[src/rtl/des_decipher_pkg.sv]
// Shared DES decipher definitions: widths, FSM states, decryption key schedule,
// permutation tables (pure bit-select wiring) and S-box contents.
package des_decipher_pkg;

  localparam int unsigned BlockW   = 64;
  localparam int unsigned KeyW     = 56;
  localparam int unsigned SubkeyW  = 48;
  localparam int unsigned HalfW    = 32;
  localparam int unsigned KeyHalfW = 28;

  typedef enum logic [1:0] {StIdle, StRound, StDone} des_state_e;

  // Right-rotation applied to C/D before PC2 in decipher rounds 1..16.
  localparam int unsigned RotSched [16] = '{0, 1, 2, 2, 2, 2, 2, 2, 1, 2, 2, 2, 2, 2, 2, 1};

  // Tables hold 1-based DES bit numbers; bit 0 of every vector is DES bit 1.
  localparam int unsigned IpTbl [64] = '{
    58, 50, 42, 34, 26, 18, 10, 2, 60, 52, 44, 36, 28, 20, 12, 4,
    62, 54, 46, 38, 30, 22, 14, 6, 64, 56, 48, 40, 32, 24, 16, 8,
    57, 49, 41, 33, 25, 17, 9, 1, 59, 51, 43, 35, 27, 19, 11, 3,
    61, 53, 45, 37, 29, 21, 13, 5, 63, 55, 47, 39, 31, 23, 15, 7};

  localparam int unsigned FpTbl [64] = '{
    40, 8, 48, 16, 56, 24, 64, 32, 39, 7, 47, 15, 55, 23, 63, 31,
    38, 6, 46, 14, 54, 22, 62, 30, 37, 5, 45, 13, 53, 21, 61, 29,
    36, 4, 44, 12, 52, 20, 60, 28, 35, 3, 43, 11, 51, 19, 59, 27,
    34, 2, 42, 10, 50, 18, 58, 26, 33, 1, 41, 9, 49, 17, 57, 25};

  localparam int unsigned Pc1Tbl [56] = '{
    57, 49, 41, 33, 25, 17, 9, 1, 58, 50, 42, 34, 26, 18,
    10, 2, 59, 51, 43, 35, 27, 19, 11, 3, 60, 52, 44, 36,
    63, 55, 47, 39, 31, 23, 15, 7, 62, 54, 46, 38, 30, 22,
    14, 6, 61, 53, 45, 37, 29, 21, 13, 5, 28, 20, 12, 4};

  localparam int unsigned Pc2Tbl [48] = '{
    14, 17, 11, 24, 1, 5, 3, 28, 15, 6, 21, 10,
    23, 19, 12, 4, 26, 8, 16, 7, 27, 20, 13, 2,
    41, 52, 31, 37, 47, 55, 30, 40, 51, 45, 33, 48,
    44, 49, 39, 56, 34, 53, 46, 42, 50, 36, 29, 32};

  localparam int unsigned ETbl [48] = '{
    32, 1, 2, 3, 4, 5, 4, 5, 6, 7, 8, 9,
    8, 9, 10, 11, 12, 13, 12, 13, 14, 15, 16, 17,
    16, 17, 18, 19, 20, 21, 20, 21, 22, 23, 24, 25,
    24, 25, 26, 27, 28, 29, 28, 29, 30, 31, 32, 1};

  localparam int unsigned PTbl [32] = '{
    16, 7, 20, 21, 29, 12, 28, 17, 1, 15, 23, 26, 5, 18, 31, 10,
    2, 8, 24, 14, 32, 27, 3, 9, 19, 13, 30, 6, 22, 11, 4, 25};

  localparam int unsigned SBoxTbl [8][64] = '{
    '{14, 4, 13, 1, 2, 15, 11, 8, 3, 10, 6, 12, 5, 9, 0, 7,
      0, 15, 7, 4, 14, 2, 13, 1, 10, 6, 12, 11, 9, 5, 3, 8,
      4, 1, 14, 8, 13, 6, 2, 11, 15, 12, 9, 7, 3, 10, 5, 0,
      15, 12, 8, 2, 4, 9, 1, 7, 5, 11, 3, 14, 10, 0, 6, 13},
    '{15, 1, 8, 14, 6, 11, 3, 4, 9, 7, 2, 13, 12, 0, 5, 10,
      3, 13, 4, 7, 15, 2, 8, 14, 12, 0, 1, 10, 6, 9, 11, 5,
      0, 14, 7, 11, 10, 4, 13, 1, 5, 8, 12, 6, 9, 3, 2, 15,
      13, 8, 10, 1, 3, 15, 4, 2, 11, 6, 7, 12, 0, 5, 14, 9},
    '{10, 0, 9, 14, 6, 3, 15, 5, 1, 13, 12, 7, 11, 4, 2, 8,
      13, 7, 0, 9, 3, 4, 6, 10, 2, 8, 5, 14, 12, 11, 15, 1,
      13, 6, 4, 9, 8, 15, 3, 0, 11, 1, 2, 12, 5, 10, 14, 7,
      1, 10, 13, 0, 6, 9, 8, 7, 4, 15, 14, 3, 11, 5, 2, 12},
    '{7, 13, 14, 3, 0, 6, 9, 10, 1, 2, 8, 5, 11, 12, 4, 15,
      13, 8, 11, 5, 6, 15, 0, 3, 4, 7, 2, 12, 1, 10, 14, 9,
      10, 6, 9, 0, 12, 11, 7, 13, 15, 1, 3, 14, 5, 2, 8, 4,
      3, 15, 0, 6, 10, 1, 13, 8, 9, 4, 5, 11, 12, 7, 2, 14},
    '{2, 12, 4, 1, 7, 10, 11, 6, 8, 5, 3, 15, 13, 0, 14, 9,
      14, 11, 2, 12, 4, 7, 13, 1, 5, 0, 15, 10, 3, 9, 8, 6,
      4, 2, 1, 11, 10, 13, 7, 8, 15, 9, 12, 5, 6, 3, 0, 14,
      11, 8, 12, 7, 1, 14, 2, 13, 6, 15, 0, 9, 10, 4, 5, 3},
    '{12, 1, 10, 15, 9, 2, 6, 8, 0, 13, 3, 4, 14, 7, 5, 11,
      10, 15, 4, 2, 7, 12, 9, 5, 6, 1, 13, 14, 0, 11, 3, 8,
      9, 14, 15, 5, 2, 8, 12, 3, 7, 0, 4, 10, 1, 13, 11, 6,
      4, 3, 2, 12, 9, 5, 15, 10, 11, 14, 1, 7, 6, 0, 8, 13},
    '{4, 11, 2, 14, 15, 0, 8, 13, 3, 12, 9, 7, 5, 10, 6, 1,
      13, 0, 11, 7, 4, 9, 1, 10, 14, 3, 5, 12, 2, 15, 8, 6,
      1, 4, 11, 13, 12, 3, 7, 14, 10, 15, 6, 8, 0, 5, 9, 2,
      6, 11, 13, 8, 1, 4, 10, 7, 9, 5, 0, 15, 14, 2, 3, 12},
    '{13, 2, 8, 4, 6, 15, 11, 1, 10, 9, 3, 14, 5, 0, 12, 7,
      1, 15, 13, 8, 10, 3, 7, 4, 12, 5, 6, 11, 0, 14, 9, 2,
      7, 11, 4, 1, 9, 12, 14, 2, 0, 6, 10, 13, 15, 3, 5, 8,
      2, 1, 14, 7, 4, 10, 8, 13, 15, 12, 9, 0, 3, 5, 6, 11}};

  function automatic logic [0:63] ip_perm(input logic [0:63] x);
    logic [0:63] y;
    for (int i = 0; i < 64; i++) y[i] = x[6'(IpTbl[i] - 1)];
    return y;
  endfunction

  function automatic logic [0:63] fp_perm(input logic [0:63] x);
    logic [0:63] y;
    for (int i = 0; i < 64; i++) y[i] = x[6'(FpTbl[i] - 1)];
    return y;
  endfunction

  function automatic logic [0:55] pc1_perm(input logic [0:63] x);
    logic [0:55] y;
    for (int i = 0; i < 56; i++) y[i] = x[6'(Pc1Tbl[i] - 1)];
    return y;
  endfunction

  function automatic logic [0:47] pc2_perm(input logic [0:55] x);
    logic [0:47] y;
    for (int i = 0; i < 48; i++) y[i] = x[6'(Pc2Tbl[i] - 1)];
    return y;
  endfunction

  function automatic logic [0:47] e_perm(input logic [0:31] x);
    logic [0:47] y;
    for (int i = 0; i < 48; i++) y[i] = x[5'(ETbl[i] - 1)];
    return y;
  endfunction

  function automatic logic [0:31] p_perm(input logic [0:31] x);
    logic [0:31] y;
    for (int i = 0; i < 32; i++) y[i] = x[5'(PTbl[i] - 1)];
    return y;
  endfunction

  // Row is bits 0 and 5, column bits 1..4.
  function automatic logic [3:0] sbox_lookup(input logic [2:0] n, input logic [0:5] x);
    return 4'(SBoxTbl[n][{x[0], x[5], x[1:4]}]);
  endfunction

  // DES right rotation of a 28-bit key half: bits move toward higher DES numbers.
  function automatic logic [0:27] rotr28(input logic [0:27] x, input logic [1:0] n);
    logic [0:27] y;
    case (n)
      2'd1:    y = {x[27], x[0:26]};
      2'd2:    y = {x[26:27], x[0:25]};
      default: y = x;
    endcase
    return y;
  endfunction

endpackage

[src/rtl/des_decipher_round.sv]
// Combinational DES f-function: E expansion, round-key xor, S-boxes, P permutation.
module des_decipher_round
  import des_decipher_pkg::*;
(
  input  logic [0:HalfW-1]   r,
  input  logic [0:SubkeyW-1] round_key,
  output logic [0:HalfW-1]   f
);

  logic [0:SubkeyW-1] x;
  logic [0:HalfW-1]   s_out;

  assign x = e_perm(r) ^ round_key;

  des_sbox1 u_sbox1 (.din(x[0:5]),   .dout(s_out[0:3]));
  des_sbox2 u_sbox2 (.din(x[6:11]),  .dout(s_out[4:7]));
  des_sbox3 u_sbox3 (.din(x[12:17]), .dout(s_out[8:11]));
  des_sbox4 u_sbox4 (.din(x[18:23]), .dout(s_out[12:15]));
  des_sbox5 u_sbox5 (.din(x[24:29]), .dout(s_out[16:19]));
  des_sbox6 u_sbox6 (.din(x[30:35]), .dout(s_out[20:23]));
  des_sbox7 u_sbox7 (.din(x[36:41]), .dout(s_out[24:27]));
  des_sbox8 u_sbox8 (.din(x[42:47]), .dout(s_out[28:31]));

  assign f = p_perm(s_out);

endmodule

[src/rtl/des_sbox1.sv]
// DES S-box 1: 6-bit group in, 4-bit substitution out.
module des_sbox1
  import des_decipher_pkg::*;
(
  input  logic [0:5] din,
  output logic [0:3] dout
);
  assign dout = sbox_lookup(3'd0, din);
endmodule

[src/rtl/des_sbox2.sv]
// DES S-box 2: 6-bit group in, 4-bit substitution out.
module des_sbox2
  import des_decipher_pkg::*;
(
  input  logic [0:5] din,
  output logic [0:3] dout
);
  assign dout = sbox_lookup(3'd1, din);
endmodule

[src/rtl/des_sbox3.sv]
// DES S-box 3: 6-bit group in, 4-bit substitution out.
module des_sbox3
  import des_decipher_pkg::*;
(
  input  logic [0:5] din,
  output logic [0:3] dout
);
  assign dout = sbox_lookup(3'd2, din);
endmodule

[src/rtl/des_sbox4.sv]
// DES S-box 4: 6-bit group in, 4-bit substitution out.
module des_sbox4
  import des_decipher_pkg::*;
(
  input  logic [0:5] din,
  output logic [0:3] dout
);
  assign dout = sbox_lookup(3'd3, din);
endmodule

[src/rtl/des_sbox5.sv]
// DES S-box 5: 6-bit group in, 4-bit substitution out.
module des_sbox5
  import des_decipher_pkg::*;
(
  input  logic [0:5] din,
  output logic [0:3] dout
);
  assign dout = sbox_lookup(3'd4, din);
endmodule

[src/rtl/des_sbox6.sv]
// DES S-box 6: 6-bit group in, 4-bit substitution out.
module des_sbox6
  import des_decipher_pkg::*;
(
  input  logic [0:5] din,
  output logic [0:3] dout
);
  assign dout = sbox_lookup(3'd5, din);
endmodule

[src/rtl/des_sbox7.sv]
// DES S-box 7: 6-bit group in, 4-bit substitution out.
module des_sbox7
  import des_decipher_pkg::*;
(
  input  logic [0:5] din,
  output logic [0:3] dout
);
  assign dout = sbox_lookup(3'd6, din);
endmodule

[src/rtl/des_sbox8.sv]
// DES S-box 8: 6-bit group in, 4-bit substitution out.
module des_sbox8
  import des_decipher_pkg::*;
(
  input  logic [0:5] din,
  output logic [0:3] dout
);
  assign dout = sbox_lookup(3'd7, din);
endmodule

[src/rtl/des_decipher_engine.sv]
// Iterative DES decipher: one Feistel round per clock, 17-cycle start-to-done latency.
module des_decipher_engine
  import des_decipher_pkg::*;
(
  input  logic              clk,
  input  logic              reset,
  input  logic              start_strobe_din,
  input  logic [0:BlockW-1] ciphertext_din,
  input  logic [0:BlockW-1] key_din,
  output logic [0:BlockW-1] plaintext_dout,
  output logic              done_strobe_dout,
  output logic              busy_dout
);

  des_state_e          state_q;
  logic [0:HalfW-1]    l_q, r_q;
  logic [0:KeyHalfW-1] c_q, d_q;
  logic [4:0]          cnt_q;
  logic [0:BlockW-1]   plaintext_q;
  logic                done_q, busy_q;

  logic [0:BlockW-1]   ip_out;
  logic [0:KeyW-1]     pc1_out;
  logic [3:0]          sched_idx;
  logic [1:0]          rot_amt;
  logic [0:KeyHalfW-1] c_rot, d_rot;
  logic [0:SubkeyW-1]  round_key;
  logic [0:HalfW-1]    f_out, r_new;
  logic                last_round;

  assign ip_out     = ip_perm(ciphertext_din);
  assign pc1_out    = pc1_perm(key_din);
  assign sched_idx  = 4'(cnt_q - 5'd1);
  assign rot_amt    = 2'(RotSched[sched_idx]);
  assign c_rot      = rotr28(c_q, rot_amt);
  assign d_rot      = rotr28(d_q, rot_amt);
  assign round_key  = pc2_perm({c_rot, d_rot});
  assign r_new      = l_q ^ f_out;
  assign last_round = (cnt_q == 5'd16);

  des_decipher_round u_round (
    .r         (r_q),
    .round_key (round_key),
    .f         (f_out)
  );

  always_ff @(posedge clk or posedge reset) begin
    if (reset) begin
      state_q     <= StIdle;
      l_q         <= '0;
      r_q         <= '0;
      c_q         <= '0;
      d_q         <= '0;
      cnt_q       <= '0;
      plaintext_q <= '0;
      done_q      <= 1'b0;
      busy_q      <= 1'b0;
    end else begin
      case (state_q)
        StIdle: begin
          if (start_strobe_din) begin
            l_q     <= ip_out[0:31];
            r_q     <= ip_out[32:63];
            c_q     <= pc1_out[0:27];
            d_q     <= pc1_out[28:55];
            cnt_q   <= 5'd1;
            busy_q  <= 1'b1;
            state_q <= StRound;
          end
        end
        StRound: begin
          l_q <= r_q;
          r_q <= r_new;
          if (last_round) begin
            // One extra position closes the 28-step cycle so C/D rest at PC1(key).
            c_q         <= rotr28(c_rot, 2'd1);
            d_q         <= rotr28(d_rot, 2'd1);
            plaintext_q <= fp_perm({r_new, r_q});
            done_q      <= 1'b1;
            state_q     <= StDone;
          end else begin
            c_q   <= c_rot;
            d_q   <= d_rot;
            cnt_q <= cnt_q + 5'd1;
          end
        end
        StDone: begin
          done_q  <= 1'b0;
          busy_q  <= 1'b0;
          state_q <= StIdle;
        end
        default: begin
          done_q  <= 1'b0;
          busy_q  <= 1'b0;
          state_q <= StIdle;
        end
      endcase
    end
  end

  assign plaintext_dout   = plaintext_q;
  assign done_strobe_dout = done_q;
  assign busy_dout        = busy_q;

endmodule

[config.mk]
export PLATFORM = sky130hd
export DESIGN_NAME = des_decipher_engine
export DESIGN_NICKNAME = d
export VERILOG_FILES = /design/src/rtl/des_decipher_pkg.sv /design/src/rtl/des_decipher_round.sv /design/src/rtl/des_sbox1.sv /design/src/rtl/des_sbox2.sv /design/src/rtl/des_sbox3.sv /design/src/rtl/des_sbox4.sv /design/src/rtl/des_sbox5.sv /design/src/rtl/des_sbox6.sv /design/src/rtl/des_sbox7.sv /design/src/rtl/des_sbox8.sv /design/src/rtl/des_decipher_engine.sv
export SDC_FILE = /design/constraint.sdc
export NUM_CORES = 1
export LEC_CHECK = 0
export BUFFER_PORTS_ARGS = -buffer_cell sky130_fd_sc_hd__buf_2
export CORE_AREA = 2 2 175 177
export DETAILED_ROUTE_END_ITERATION = 16
export DIE_AREA = 0 0 177 179
export PLACE_DENSITY = 0.74
export SETUP_SLACK_MARGIN = 0.5
export SYNTH_ARGS = -nofsm -noshare
export SYNTH_HDL_FRONTEND = slang
export SYNTH_SLANG_ARGS = --single-unit
[constraint.sdc]
create_clock -name clk -period 5.2 [get_ports clk]
set_clock_uncertainty 0.15 [all_clocks]
set_input_delay 0.26 -clock clk [delete_from_list [all_inputs] [get_ports clk]]
set_output_delay 0.26 -clock clk [all_outputs]
set_load 0.02 [all_outputs]
==> results of run 1 <==
## cell type report
type / instances / area, sq um
Sequential cell: 193 / 4830
Clock inverter: 9 / 145
Clock buffer: 22 / 474
Tap cell: 396 / 495
Multi-Input combinational cell: 1535 / 10700
Inverter: 46 / 181
Timing Repair Buffer: 392 / 2760
Fill cell: 2538 / 10400
## cells in the mapped netlist, types with 21 or more instances
library cell               count
sky130_fd_sc_hd__ha_1         69
sky130_fd_sc_hd__a221oi_1     24
sky130_fd_sc_hd__nor3_1       36
sky130_fd_sc_hd__a21oi_1     134
sky130_fd_sc_hd__clkbuf_1     95
sky130_fd_sc_hd__a31oi_1      47
sky130_fd_sc_hd__nand2_1     286
sky130_fd_sc_hd__inv_1        33
sky130_fd_sc_hd__a211oi_1     42
sky130_fd_sc_hd__o21ai_1      47
sky130_fd_sc_hd__nand3_1      27
sky130_fd_sc_hd__and3_1       21
sky130_fd_sc_hd__mux2i_1      33
sky130_fd_sc_hd__o211ai_1     44
sky130_fd_sc_hd__xor2_1       24
sky130_fd_sc_hd__a221o_1      34
sky130_fd_sc_hd__nor2_1      137
sky130_fd_sc_hd__o21ai_0      97
sky130_fd_sc_hd__o21a_1       51
sky130_fd_sc_hd__xnor2_1      57
sky130_fd_sc_hd__o221ai_1     39
sky130_fd_sc_hd__dfrtp_1     193
sky130_fd_sc_hd__buf_2        31
## metrics by stage
step / utilization / setup slack (ns) / hold slack, ns / instances / area (sq um)
floorplan: - / 0.517 / 0.255 / 1935 / 15900
global placement: 0.585 / 0.378 / 0.136 / 2463 / 17600
detailed placement: 0.585 / 0.225 / 0.142 / 2463 / 17600
CTS: 0.639 / 0.493 / 0.00106 / 2582 / 19200
global route: 0.652 / 0.357 / 0.0350 / 2593 / 19600
finish: 0.652 / 0.573 / 0.0128 / 2593 / 19600
## cell families (layout without fill, tap and decap cells)
group,after synthesis,in the layout
AO/OA/AOI/OAI,702,702
XOR/XNOR,102,102
AND/OR/NAND/NOR,610,610
multiplexers,52,52
adder cells (fa/ha/maj),69,69
buffers and inverters,207,469
flip-flops,193,193
## worst max-delay path, stage by stage (launching register included)
cell	delay (ns)
sky130_fd_sc_hd__dfrtp_2	0.47
sky130_fd_sc_hd__nor3_4	0.23
sky130_fd_sc_hd__xnor2_2	0.16
sky130_fd_sc_hd__mux2i_1	0.23
sky130_fd_sc_hd__o21ai_0	0.12
sky130_fd_sc_hd__buf_4	0.16
sky130_fd_sc_hd__ha_4	0.30
sky130_fd_sc_hd__clkbuf_4	0.21
sky130_fd_sc_hd__a221oi_2	0.32
sky130_fd_sc_hd__or3_1	0.20
sky130_fd_sc_hd__nand2_2	0.12
sky130_fd_sc_hd__ha_1	0.32
sky130_fd_sc_hd__buf_4	0.15
sky130_fd_sc_hd__nand3_1	0.10
sky130_fd_sc_hd__mux2_2	0.27
sky130_fd_sc_hd__o32a_1	0.18
sky130_fd_sc_hd__a32oi_1	0.26
sky130_fd_sc_hd__buf_4	0.18
sky130_fd_sc_hd__xor2_1	0.18
sky130_fd_sc_hd__nor2_1	0.06
sky130_fd_sc_hd__o21ai_1	0.16
## sequential cells by signal (all words and copies together), names as in the netlist
signal	flops
busy_dout	1
c_q	28
cnt_q	5
d_q	28
done_strobe_dout	1
l_q	32
plaintext_dout	64
r_q	32
state_q	2
## layer usage
layer	part of all wire	track usage
met1	0.43	0.461
met2	0.44	0.514
met3	0.091	0.0759
met4	0.043	0.149
met5	0	0
## layout by cell type (no fill, tap or decap), drive strengths merged, types with 44 or more instances in the layout
master,count
dfrtp,193
buf,304
ha,69
o211ai,44
a211oi,44
o21a,51
a31oi,47
nor2,139
o21ai,155
dlygate4sd3,87
a21oi,139
nand2,288
xnor2,64
inv,48
## repair_timing
item / CTS / global route
buffers inserted: 1 / 11
gates resized for setup: 27 / 69
hold buffers: 87 / 0
cloned: 0 / 0
pin swaps: 1 / 15
endpoints found under the hold margin: 102 / 0
endpoints found under the setup margin: 47 / 64
## how the worst max path moves through the flow
stage,startpoint,end
2_1_floorplan,cnt_q[2],r_q[6]
3_3_place_gp,cnt_q[1],plaintext_dout[29]
3_5_place_dp,cnt_q[1],plaintext_dout[29]
4_1_cts,cnt_q[1],plaintext_dout[45]
5_1_grt,cnt_q[1],plaintext_dout[3]
6_report,cnt_q[1],r_q[6]
==> key figures, run 1 <==
Critical path
  • Required time reported for the critical path endpoint: 5.43 ns
  • Register-to-register setup slack: 0.57 ns
  • Launch point of the worst reg-to-reg path: cnt_q[1]
  • Launching element type of the critical path: register
  • Count of cells along the worst register-to-register path: 20
  • Kind of critical path: reg2reg
  • Endpoint arrival time on the critical path: 4.85 ns
  • Setup crit end kind: register
  • Highest net fanout along the worst path: 7
  • Critical R2R Capture: r_q[6]

Synthesis
  • Dominant cells by area after synthesis: sky130_fd_sc_hd__dfrtp_1, sky130_fd_sc_hd__nand2_1, sky130_fd_sc_hd__ha_1
  • Top cell type by total area after synthesis: sky130_fd_sc_hd__dfrtp_1
  • Area share of xor/xnor cells in the synthesized design: 0.0677
  • Cell count after synthesis: 1935
  • Adder-Cell Fraction of Synth Area: 0.0542
  • Number of synthesized flops with an enable pin: 0
  • Primary flip-flop cell chosen by synthesis mapping: sky130_fd_sc_hd__dfrtp_1
  • Synthesized area per cell: 8.24 sq um
  • Share of synthesized flip-flops with an asynchronous set or reset: 1.00
  • Portion of netlist area occupied by mux cells: 0.0398
  • Post-synth net total: 2135
  • Sequential area share after synthesis: 0.303
  • Number of warnings reported in the yosys synthesis log: 0
  • Share of the synthesized area in compound gates (AO/OA/AOI/OAI): 0.310
  • Main combinational cell family by area after synthesis: compound AO/OA/AOI/OAI gates
  • Cell area after synthesis: 15900 sq um
  • Unique masters post-synth: 85
  • Area share of the largest cell type after synthesis: 0.303
  • Fraction of the mapped netlist area in simple logic gates: 0.170
  • Synthesis-stage register bit count: 193

Clock network
  • CTS tree: built
  • Clock network latency to the later pin of the worst-skew pair: 0.46 ns
  • H-Tree Level Count: 4
  • Library cell used as clock root buffer: sky130_fd_sc_hd__clkbuf_16
  • Clock-pin transition on the worst setup and hold timing paths: 0.07 ns
  • Number of buffers inserted during clock tree synthesis: 17
  • Max Buffers Root-to-Sink: 2
  • TritonCTS Sinks: 193

Cells and area
  • Area growth, synth to finish: 22.9%
  • Ant. Diodes: 0
  • Final #Nets: 2385
  • Fraction of layout cells with a size suffix above 1: 0.234

STA
  • RSZ-0062 raised after global routing: true
  • Final worst path period need: 4.63 ns
  • Final Cycle Share: 0.890
  • Max frequency: 216 MHz
  • Headroom to the max-slew limit: 0.333
  • Final setup viols: 0
  • Final count of pins violating max slew: 0
  • Fin. Hold Viols: 0
  • Actual slew at the worst max-slew pin: 1.00 ns
  • Sum of negative setup slack: 0 ns

Outcome
  • Result of the run: finished, final reports clean

Detailed routing
  • Number of iterations in the first detailed-routing pass: 6
  • Count of antenna-violating nets left after detailed routing: 0
  • Vias/cell: 6.37
  • DRC Markers: 0
  • Routed len/inst: 21.0 um
  • Via count: 16522
  • Number of violations reported at the end of detailed-routing iteration 0: 1519
  • Total Routed Length: 54400 um

Worst hold path
  • Destination of the worst hold path: r_q[29]
  • Source of the worst hold timing path: ciphertext_din[22]
  • Number of cells on the worst hold path: 4
  • Hold crit path type: in2reg

GRT
  • Via count of the first global-routing pass: 15381
  • GRT Util Overall: 0.338
  • First-pass GRT wire length: 83800 um
  • Number of antenna violations at the first check in global routing: 0
  • Global route overflow: 0
  • Pin count of the biggest net entering global routing: 140

Floorplan
  • Standard-cell rows: 64
  • Placeable core region: 30000 sq um
  • Vert. Die Dim: 179 um
  • Total die area: 31700 sq um
  • Effective utilization at floorplan: 0.531
  • Width of the die: 177 um
  • Number of placed I/O pins: 197

Job
  • Max Cap Violations: 0

Placement
  • Port-buffer cells: 188
  • Total half-perimeter wirelength after legalization and detailed placement: 37700 um
  • Final weighted congestion of routability-driven global placement: 0.948
Power of run 1 is left out: the tool's default activity adds up to more than one toggle a clock period on the data nets, which glitch-free logic cannot reach.
==> inputs of run 2 (changes only) <==
Settings changed: CELL_PAD_IN_SITES_DETAIL_PLACEMENT from default to 0, CELL_PAD_IN_SITES_GLOBAL_PLACEMENT from default to 1, CORE_AREA 2 2 175 177 to 2 2 201 203, DIE_AREA 0 0 177 179 to 0 0 203 205, PLACE_DENSITY 0.74 to default, PLACE_DENSITY_LB_ADDON from default to 0.12.
==> run 2 against run 1 <==
Against the previous run: global-route usage down 5.0 points; cell area is 5.5% higher; critical endpoint is now r_q[29]; non-clock buffer count grew 111; flip-flop and latch count unchanged; critical path depth fell by 2; via count up 0.73%.
==> key figures, run 2 (synthesis gave the netlist of run 1 again) <==
Floorplan
  • Width of the die: 203 um (+15%)
  • Standard-cell rows: 73 (+14%)
  • Number of placed I/O pins: 197 (unchanged)
  • Total die area: 41600 sq um (+31%)
  • Placeable core region: 39400 sq um (+31%)
  • Vert. Die Dim: 205 um (+15%)
  • Effective utilization at floorplan: 0.405 (-0.126)

Critical path
  • Kind of critical path: reg2reg
  • Setup crit end kind: register
  • Launching element type of the critical path: register
  • Highest net fanout along the worst path: 15 (+8)
  • Count of buffer and inverter cells on the critical path: 4 (unchanged)
  • Required time reported for the critical path endpoint: 5.40 ns (-0.03 ns)
  • Kind of cell adding the most delay to the critical path: compound AO/OA/AOI/OAI gates
  • Worst path max stage delay: 0.51 ns (+0.04 ns)
  • Endpoint arrival time on the critical path: 4.71 ns (-0.14 ns)
  • List of cells traversed by the critical path: nor3_4, xnor2_2, mux2i_1, o21ai_1, buf_4, ha_4, buf_6, buf_4, a221oi_2, o21ai_0, nand2_1, mux2_2, a211oi_1, a311o_1, a21boi_4, buf_4, xnor2_2, o21ai_0
  • Slowest cell on the critical path: sky130_fd_sc_hd__a221oi_2
  • Most frequent cell on the critical path: sky130_fd_sc_hd__buf_4

STA
  • Max frequency: 222 MHz (+2.6%)
  • Worst setup margin: 0.688 ns (+0.116 ns)
  • Sum of negative setup slack: 0 ns (unchanged)
  • Final count of pins violating max slew: 0 (unchanged)
  • Actual slew at the worst max-slew pin: 1.04 ns (+0.0351 ns)
  • Final worst path period need: 4.51 ns (-0.116 ns)
  • Fin. Hold Viols: 0 (unchanged)
  • Final setup viols: 0 (unchanged)
  • RSZ-0062 raised after global routing: true
  • Final Cycle Share: 0.868 (-0.0223)
  • Headroom to the max-slew limit: 0.310 (-0.0234)

Detailed routing
  • Routed len/inst: 21.4 um (+2.3%)
  • Number of violations reported at the end of detailed-routing iteration 0: 1340 (-12%)
  • DRC Markers: 0 (unchanged)
  • Via count: 16642 (+0.73%)
  • Vias/cell: 5.88 (-7.8%)
  • Total Routed Length: 60700 um (+12%)
  • Count of antenna-violating nets left after detailed routing: 0 (unchanged)
  • Number of iterations in the first detailed-routing pass: 5 (-1)

Clock network
  • TritonCTS Sinks: 193 (unchanged)
  • Clock network latency to the later pin of the worst-skew pair: 0.51 ns (+0.05 ns)
  • Number of buffers inserted during clock tree synthesis: 17 (unchanged)
  • H-Tree Level Count: 4 (unchanged)
  • Library cell used as clock root buffer: sky130_fd_sc_hd__clkbuf_16
  • Clock-pin transition on the worst setup and hold timing paths: 0.07 ns (about the same)
  • Max Buffers Root-to-Sink: 2 (unchanged)
  • CTS tree: built

Placement
  • Post-place setup slack: 0.197 ns (-0.0282 ns)
  • Final weighted congestion of routability-driven global placement: 0.947 (-0.14%)
  • Total half-perimeter wirelength after legalization and detailed placement: 43000 um (+14%)
  • Port-buffer cells: 188 (unchanged)

Job
  • Max Cap Violations: 0 (unchanged)

GRT
  • Pin count of the biggest net entering global routing: 114 (-19%)
  • First-pass GRT wire length: 91600 um (+9.4%)
  • Global route overflow: 0 (unchanged)
  • Via count of the first global-routing pass: 15661 (+1.8%)
  • Number of antenna violations at the first check in global routing: 0 (unchanged)
  • GRT Util Overall: 0.288 (-0.0502)

Worst hold path
  • Hold crit path type: in2reg

Cells and area
  • Final #Nets: 2496 (+4.7%)
  • Area growth, synth to finish: 29.6%
  • Ant. Diodes: 0 (unchanged)
  • Commonest cells after routing, fill and taps aside: sky130_fd_sc_hd__nand2_1, sky130_fd_sc_hd__dfrtp_1, sky130_fd_sc_hd__buf_2
  • Most common library cell in the layout ignoring fill and taps: sky130_fd_sc_hd__nand2_1
  • Fraction of layout cells with a size suffix above 1: 0.254 (+0.0209)
  • Max reg flops: 64 (unchanged)

Outcome
  • Result of the run: finished, final reports clean
## run 2: changes by cell type in the layout (fill, tap and decap cells not counted), moves of 3 or more
cell                            delta
sky130_fd_sc_hd__buf_4            +75
sky130_fd_sc_hd__dlygate4sd3_1    +28
sky130_fd_sc_hd__buf_6             +4
sky130_fd_sc_hd__clkinvlp_4        +4
sky130_fd_sc_hd__a221oi_1          +3
sky130_fd_sc_hd__a221oi_2          -3
sky130_fd_sc_hd__buf_12            +3
sky130_fd_sc_hd__ha_2              -3
sky130_fd_sc_hd__ha_4              +3
sky130_fd_sc_hd__nand2_2           +3
## run 2: layout make-up
class	instances	area (sq um)
clock buffers	19	443
clock inverters	11	155
fillers	3746	18700
inverters	46	179
multi-input cells	1535	10600
flip-flops and latches	193	4830
well taps	525	657
repair buffers	503	3750
## run 2: metrics by stage
step           utilization  instances  instance area, sq um  hold WS, ns
2_1_floorplan            -       1935                 15900        0.255
3_3_place_gp         0.466       2668                 18300        0.119
3_5_place_dp         0.466       2668                 18300        0.122
4_1_cts              0.512       2814                 20200     0.000439
5_1_grt              0.525       2832                 20700       0.0591
6_report             0.525       2832                 20700       0.0304
## run 2: tightest hold or removal path, cell delays in order
cell and delay [ns]:
sky130_fd_sc_hd__buf_2 0.13, sky130_fd_sc_hd__a31oi_1 0.09, sky130_fd_sc_hd__o21ai_0 0.15
## run 2: metal layers
metal  global-route usage  part of all wire
met5                    0                 0
met4                0.107             0.034
met3               0.0566             0.070
met2                0.447              0.45
met1                0.396              0.45
## run 2: worst paths after layout
path | to | slack [ns] | start | depth (start not counted)
max | r_q[29] | 0.69 | cnt_q[0] | 18
min | c_q[12] | 0.03 | key_din[25] | 3
max reg2reg | r_q[29] | 0.69 | cnt_q[0] | 18
min reg2reg | plaintext_dout[48] | 0.32 | plaintext_dout[48] | 2
max in group asynchronous | cnt_q[0] | 3.48 | reset | 4
min in group asynchronous | plaintext_dout[6] | 0.15 | reset | 3
## run 2: timing repair
action | 4_1_cts | 5_1_grt
endpoints found under the setup margin | 20 | 61
setup buffers | 1 | 16
pin swaps | 1 | 14
hold buffers | 115 | 0
endpoints found under the hold margin | 128 | 0
gates cloned | 0 | 2
gates resized for setup | 15 | 73
Power of run 2 is left out for the same reason.
